File: src/rtl/alu4_pkg.sv
// alu4_pkg: shared definitions for the 4-bit ALU execution unit.
//   DATA_W         - operand/result width
//   OP_NOTA..OP_SUB - 3-bit opcode encodings
//   flags_t        - packed flag bundle {c, n, z, v}
package alu4_pkg;

  localparam int unsigned DATA_W = 4;

  localparam logic [2:0] OP_NOTA = 3'b000;
  localparam logic [2:0] OP_NOTB = 3'b001;
  localparam logic [2:0] OP_AND  = 3'b010;
  localparam logic [2:0] OP_OR   = 3'b011;
  localparam logic [2:0] OP_XOR  = 3'b100;
  localparam logic [2:0] OP_XNOR = 3'b101;
  localparam logic [2:0] OP_ADD  = 3'b110;
  localparam logic [2:0] OP_SUB  = 3'b111;

  typedef struct packed {
    logic c;
    logic n;
    logic z;
    logic v;
  } flags_t;

endpackage

File: src/rtl/alu4_core.sv
// alu4_core: purely combinational 4-bit ALU.
//   a_i, b_i  in  operands
//   op_i      in  opcode (see alu4_pkg)
//   result_o  out result
//   flags_o   out carry/negative/zero/overflow
module alu4_core
  import alu4_pkg::*;
(
  input  logic [DATA_W-1:0] a_i,
  input  logic [DATA_W-1:0] b_i,
  input  logic [2:0]        op_i,
  output logic [DATA_W-1:0] result_o,
  output flags_t            flags_o
);

  logic              is_sub;
  logic              is_arith;
  logic [DATA_W-1:0] b_eff;
  logic [DATA_W:0]   sum;

  always_comb begin
    is_sub   = (op_i == OP_SUB);
    is_arith = (op_i == OP_ADD) | is_sub;
    // Subtraction is a + ~b + 1, so the adder sees the inverted operand.
    b_eff    = is_sub ? ~b_i : b_i;
    sum      = {1'b0, a_i} + {1'b0, b_eff} + {{DATA_W{1'b0}}, is_sub};

    case (op_i)
      OP_NOTA: result_o = ~a_i;
      OP_NOTB: result_o = ~b_i;
      OP_AND:  result_o = a_i & b_i;
      OP_OR:   result_o = a_i | b_i;
      OP_XOR:  result_o = a_i ^ b_i;
      OP_XNOR: result_o = ~(a_i ^ b_i);
      default: result_o = sum[DATA_W-1:0];
    endcase

    // For SUB, c = 1 means no borrow; logic ops clear c and v.
    flags_o.c = is_arith & sum[DATA_W];
    flags_o.v = is_arith & (a_i[DATA_W-1] == b_eff[DATA_W-1]) &
                (sum[DATA_W-1] != a_i[DATA_W-1]);
    flags_o.n = result_o[DATA_W-1];
    flags_o.z = (result_o == '0);
  end

endmodule

File: src/rtl/alu4_pipe.sv
// alu4_pipe: two-stage valid/ready pipelined wrapper around alu4_core.
//   clk, reset            rising-edge clock, async active-high reset
//   in_valid/in_ready     request handshake; a, b, op request payload
//   out_valid/out_ready   response handshake; result, c, n, z, v payload
//   done_cnt              saturating count of output handshakes
module alu4_pipe
  import alu4_pkg::*;
#(
  parameter int unsigned CNT_W = 8
) (
  input  logic              clk,
  input  logic              reset,
  input  logic              in_valid,
  output logic              in_ready,
  input  logic [DATA_W-1:0] a,
  input  logic [DATA_W-1:0] b,
  input  logic [2:0]        op,
  output logic              out_valid,
  input  logic              out_ready,
  output logic [DATA_W-1:0] result,
  output logic              c,
  output logic              n,
  output logic              z,
  output logic              v,
  output logic [CNT_W-1:0]  done_cnt
);

  // Stage 1: registered request.
  logic              s1_v_q;
  logic [DATA_W-1:0] s1_a_q, s1_b_q;
  logic [2:0]        s1_op_q;

  // Stage 2: registered response.
  logic              s2_v_q;
  logic [DATA_W-1:0] s2_res_q, s2_res_d;
  flags_t            s2_flags_q, s2_flags_d;

  logic [CNT_W-1:0]  cnt_q, cnt_d;

  logic s1_adv, s2_adv, out_hs;

  // Ready ripples backwards combinationally so a full pipe can accept and
  // emit in the same cycle.
  always_comb begin
    s2_adv   = ~s2_v_q | out_ready;
    s1_adv   = ~s1_v_q | s2_adv;
    in_ready = s1_adv;
    out_hs   = s2_v_q & out_ready;
    cnt_d    = cnt_q;
    if (out_hs && (cnt_q != {CNT_W{1'b1}})) begin
      cnt_d = cnt_q + 1'b1;
    end
  end

  alu4_core u_core (
    .a_i      (s1_a_q),
    .b_i      (s1_b_q),
    .op_i     (s1_op_q),
    .result_o (s2_res_d),
    .flags_o  (s2_flags_d)
  );

  always_ff @(posedge clk or posedge reset) begin
    if (reset) begin
      s1_v_q  <= 1'b0;
      s1_a_q  <= '0;
      s1_b_q  <= '0;
      s1_op_q <= '0;
    end else if (s1_adv) begin
      s1_v_q  <= in_valid;
      s1_a_q  <= a;
      s1_b_q  <= b;
      s1_op_q <= op;
    end
  end

  always_ff @(posedge clk or posedge reset) begin
    if (reset) begin
      s2_v_q     <= 1'b0;
      s2_res_q   <= '0;
      s2_flags_q <= '{c: 1'b0, n: 1'b0, z: 1'b1, v: 1'b0};
    end else if (s2_adv) begin
      s2_v_q     <= s1_v_q;
      s2_res_q   <= s2_res_d;
      s2_flags_q <= s2_flags_d;
    end
  end

  always_ff @(posedge clk or posedge reset) begin
    if (reset) begin
      cnt_q <= '0;
    end else begin
      cnt_q <= cnt_d;
    end
  end

  assign out_valid = s2_v_q;
  assign result    = s2_res_q;
  assign c         = s2_flags_q.c;
  assign n         = s2_flags_q.n;
  assign z         = s2_flags_q.z;
  assign v         = s2_flags_q.v;
  assign done_cnt  = cnt_q;

endmodule

File: config.mk
export PLATFORM = sky130hd
export DESIGN_NAME = alu4_pipe
export DESIGN_NICKNAME = d
export VERILOG_FILES = /design/src/rtl/alu4_pkg.sv /design/src/rtl/alu4_core.sv /design/src/rtl/alu4_pipe.sv
export SDC_FILE = /design/constraint.sdc
export NUM_CORES = 1
export LEC_CHECK = 0
export CORE_ASPECT_RATIO = 0.7
export CORE_MARGIN = 1.5
export CORE_UTILIZATION = 45
export CTS_CLUSTER_SIZE = 10
export DETAILED_ROUTE_END_ITERATION = 12
export DONT_BUFFER_PORTS = 1
export MAX_ROUTING_LAYER = met4
export PLACE_DENSITY = 0.65
export RECOVER_POWER = 100
export SETUP_SLACK_MARGIN = 0.5
export SYNTH_ARGS = -nofsm -noshare
export SYNTH_HDL_FRONTEND = slang
export SYNTH_HIERARCHICAL = 1
export SYNTH_SLANG_ARGS = --single-unit
File: constraint.sdc
create_clock -name clk -period 3.15 [get_ports clk]
set_clock_uncertainty 0.2 [all_clocks]
set_input_delay 0.945 -clock clk [delete_from_list [all_inputs] [get_ports clk]]
set_output_delay 0.945 -clock clk [all_outputs]
set_load 0.02 [all_outputs]
**After elaboration in Yosys (flattened, before gate mapping)**

Cells that the tools add are included.
Widths: inputs -> output; s select.

- Mux-type cells: 2
- Bitwise operators: 15
- Add/subtract/negate cells: 3
- Equal/unequal tests: 10
- Reductions and logical operators: 3

Operator list:

| cell | number |
|---|---|
| $pmux 4 s6 | 1 |
| $eq 3x3->1 const B | 4 |
| $not 4->4 | 3 |
| $add 8x1->8 const B | 1 |
| $ne 8x8->1 const B | 1 |
| $eq 3x2->1 const B | 2 |
| $add 4x4->5 | 1 |
| $add 5x1->5 | 1 |
| $and 1x1->1 | 4 |
| $and 4x4->4 | 1 |
| $logic_not 4->1 | 1 |
| $mux 4 | 1 |
| $or 4x4->4 | 1 |
| $xor 4x4->4 | 1 |
| $eq 3x1->1 const B | 1 |
| $logic_not 3->1 | 1 |
| $or 1x1->1 | 3 |
| $not 1->1 | 2 |
| $eq 1x1->1 | 1 |
| $logic_and 1x1->1 | 1 |
| $ne 1x1->1 | 1 |

- Input bits: 15
- Output and inout port bits: 18
- Logic and storage cells: 44
- Flip-flop bits (word level): 29

**Depth between registers and ports, before layout**

- Depth in word-level cells: 6
- Depth in mapped cells: 11
- Mapped depth without buffers: 9

**By module**

Netlist, hierarchy kept.

Modules (own cells, without submodules):

| module | times used | cells each | area an instance (um2) | sequential area each (um2) |
|---|---|---|---|---|
| alu4_pipe | 1 | 86 | 1,206.2 | 726.9 |
| alu4_core | 1 | 79 | 609.3 | 0.0 |

**Worst setup path after synthesis**

No wires, ideal clock.

- Path kind: register to register
- From: reg s1_op_q[0]
- To: reg s2_res_q[3] (netlist: result[3])
- Cell stages (with the launch flop): 12
- Setup slack: 156 ps
- Arrival: 2,669 ps
- Required time: 2,825 ps
- Cells stage by stage: dfrtp_1 -> buf_2 -> buf_2 -> nand3_1 -> xnor2_1 -> ha_1 -> a21oi_1 -> o211ai_1 -> xor2_1 -> mux4_2 -> buf_4 -> mux2_2

RTL lines:

| what | RTL line | text |
|---|---|---|
| from (decl) | alu4_pipe.sv:31 | `logic [2:0] s1_op_q;` |
| from (signal assigned) | alu4_pipe.sv:73 | `s1_op_q <= op;` |
| to (signal assigned) | alu4_pipe.sv:84 | `s2_res_q <= s2_res_d;` |
| to (decl) | alu4_pipe.sv:35 | `logic [DATA_W-1:0] s2_res_q, s2_res_d;` |

==> results.sh <==
export IMPL_status="finished, violations left"
export IMPL_violations="max-capacitance violations, max-slew violations"
export IMPL_setup_violations=0
export IMPL_ir_drop_v=0.000416
export IMPL_drt_initial_drc_count=72
export IMPL_portBuffers=0
export IMPL_areaGrowthSynthToFinish_pct=6.62
export IMPL_post_synth_top_count_cell="dfrtp_1"
export IMPL_synth_seq_cells=29
export IMPL_grt_usage=0.183
export IMPL_synth_top_family_by_area="multiplexers"
export IMPL_yosysTopAreaCellShare=0.386
export IMPL_synthTopCellsByCount="dfrtp_1, mux2_2, inv_1, ha_1, a21oi_1"
export IMPL_final_nets=199
export IMPL_syn_nets=194
export IMPL_synth_cell_types=42
export IMPL_synth_area_per_cell_um2=11.0
export IMPL_synth_area_um2=1820
export IMPL_rsz0062_at_grt="true"
export IMPL_cts_root_buf="clkbuf_8"
export IMPL_drc=0
export IMPL_dr_pass1_iters=4
export IMPL_clock_latency_ns=0.27
export IMPL_slowest_delay_ns=0.50
export IMPL_maxCapViolCount=1
export IMPL_yosys_area_share_simple=0.108
export IMPL_worstPathRequired_ns=3.17
export IMPL_die_y_um=56.1
export IMPL_finalCritPeriodShare=0.847
export IMPL_synthFlopType="dfrtp_1"
export IMPL_grt_pass1_wl_um=5980
export IMPL_grt_max_degree=30
export IMPL_postSynthCellCount=165
export IMPL_critical_path_max_fanout=3
export IMPL_gp_routability_congestion=0.840
export IMPL_dp_cells=214
export IMPL_crit_type="reg2reg"
export IMPL_worst_pin_slew_ns=1.54
export IMPL_clock_path_buffers=2
export IMPL_hp_class="reg2reg"
export IMPL_numCtsBuffers=5
export IMPL_cp_arrival_ns=2.68
export IMPL_routedWlPerCell_um=16.1
export IMPL_final_cells=222
export IMPL_grt_overflow=0
export IMPL_slew_viol_final=30
export IMPL_hold_viol=0
export IMPL_cts_tree="built"
export IMPL_dp_slack_ns=0.603
export IMPL_p_per_area_nw_per_um2=685
export IMPL_htreeDepth=2
export IMPL_synthMuxAreaShare=0.161
export IMPL_antenna_left=0
export IMPL_dpl_hpwl_um=2730
export IMPL_cpMaxStageDelayCell="mux4_2"
export IMPL_holdWs_ns=0.262
export IMPL_die_w_um=78.9
export IMPL_synth_xor_area_frac=0.0531
export IMPL_synth_area_leader_cell="dfrtp_1"
export IMPL_dieArea_um2=4430
export IMPL_vias=1259
export IMPL_crit_chain="nand3_1 > xnor2_1 > ha_1 > a21oi_1 > o211ai_1 > xor2_1 > mux4_2 > nor4_1 > mux2_4"
export IMPL_rows=19
export IMPL_async_reset_ff_frac=1.00
export IMPL_synth_edf_count=0
export IMPL_io_pins=33
export IMPL_cpLargestDelayFamily="multiplexers"
export IMPL_first_global_vias=1268
export IMPL_max_freq_mhz=375
export IMPL_layout_drive_gt1_share=0.206
export IMPL_yosys_warnings=6
export IMPL_placed_cell_area_um2=1890
export IMPL_finalSetupTns_ns=0
export IMPL_via_per_inst=5.67
export IMPL_finalCriticalPeriod_ns=2.67
export IMPL_core_area_um2=3900
export IMPL_clock_sinks=29
export IMPL_synth_area_top_cells="dfrtp_1, mux2_2, ha_1"
export IMPL_path_clk_slew_ns=0.06
export IMPL_antenna_found_initial=0
export IMPL_synth_compound_area_frac=0.114
export IMPL_cp_num_buf_inv=0
export IMPL_drt_wl_total_um=3570
export IMPL_synth_fa_ha_area_frac=0.101
export IMPL_worst_setup_path_start_kind="flip-flop"
export IMPL_power_leakage_nw=0.856
export IMPL_diodes=0
export IMPL_initial_utilization=0.466
export IMPL_stdcell_area_um2=1940
export IMPL_ys_seq_area_frac=0.400
export IMPL_layout_setup_ws_ns=0.482
export IMPL_end_kind="flip-flop"
export IMPL_relSlewSlack=-0.0264
export IMPL_ctsHoldBuffers=0
-- routing by layer --
layer / up-vias / wire length, µm / global-route usage
li1: 600 / - / -
met2: 28 / 1580 / 0.257
met3: 5 / 168 / 0.0525
met1: 626 / 1790 / 0.258
met5: - / 0 / -
met4: 0 / 31 / 0.0526
-- state kept, by name (all words and copies together) (netlist names) --
| name | cells |
|---|---|
| s1_v_q | 1 |
| s1_op_q | 3 |
| result | 4 |
| s1_a_q | 4 |
| done_cnt | 8 |
| c | 1 |
| z | 1 |
| n | 1 |
| s1_b_q | 4 |
| out_valid | 1 |
| v | 1 |
-- final timing paths --
kind / slack (ns) / start / endpoint / cells after the start
setup / recovery: 0.48 / s1_op_q[0]$_DFFE_PP0P_ / z$_DFFE_PP1P_ / 9
hold / removal: 0.26 / s1_v_q$_DFFE_PP0P_ / out_valid$_DFFE_PP0P_ / 1
setup reg to reg: 0.48 / s1_op_q[0]$_DFFE_PP0P_ / z$_DFFE_PP1P_ / 9
hold reg to reg: 0.26 / s1_v_q$_DFFE_PP0P_ / out_valid$_DFFE_PP0P_ / 1
max in group asynchronous: 0.96 / reset / result[2]$_DFFE_PP0P_ / 2
min in group asynchronous: 0.89 / reset / s1_op_q[0]$_DFFE_PP0P_ / 2
-- what timing repair did --
| action | 4_1_cts | 5_1_grt |
|---|---|---|
| gates resized for setup | 0 | 2 |
| setup buffers | 0 | 1 |
| endpoints found under the setup margin | 0 | 3 |
-- stage by stage --
step | power, W | util
floorplan | 0.000967 | -
global placement | 0.00102 | 0.484
detailed placement | 0.00104 | 0.484
CTS | 0.00135 | 0.506
global route | 0.00142 | 0.496
finish | 0.00133 | 0.496
-- cell type report --
class | instances | area (µm²)
Fill cell | 362 | 1960
Tap cell | 52 | 65.1
Timing Repair Buffer | 6 | 37.5
Inverter | 16 | 62.6
Clock buffer | 7 | 86.3
Multi-Input combinational cell | 112 | 957
Sequential cell | 29 | 727
-- cell usage in the layout, fill, tap and decap left out, drive strengths merged, types with 4 or more instances in the layout --
master   n
mux2    21
buf      4
nand4    4
o21ai    6
a21oi    9
xnor2    7
inv     16
nor3     4
clkbuf   9
nand2    5
ha      13
dfrtp   28
xor2     4
nor2     5
-- where the power goes --
part / switching (W) / total [W] / internal, W / leakage (nW)
Clock: 0.000128 / 0.000301 / 0.000173 / 0.0443
Sequential: 0.000205 / 0.000664 / 0.000460 / 0.343
Combinational: 0.000178 / 0.000362 / 0.000184 / 0.469
-- kinds of logic (layout without fill, tap and decap cells) --
logic type,Yosys count,after routing
simple gates,33,33
buf+inv,24,29
mux,24,24
fa+ha+maj,14,14
flops,29,29
compound gates,30,30
xor+xnor,11,11
No activity file was read; power rests on OpenSTA's default activity.
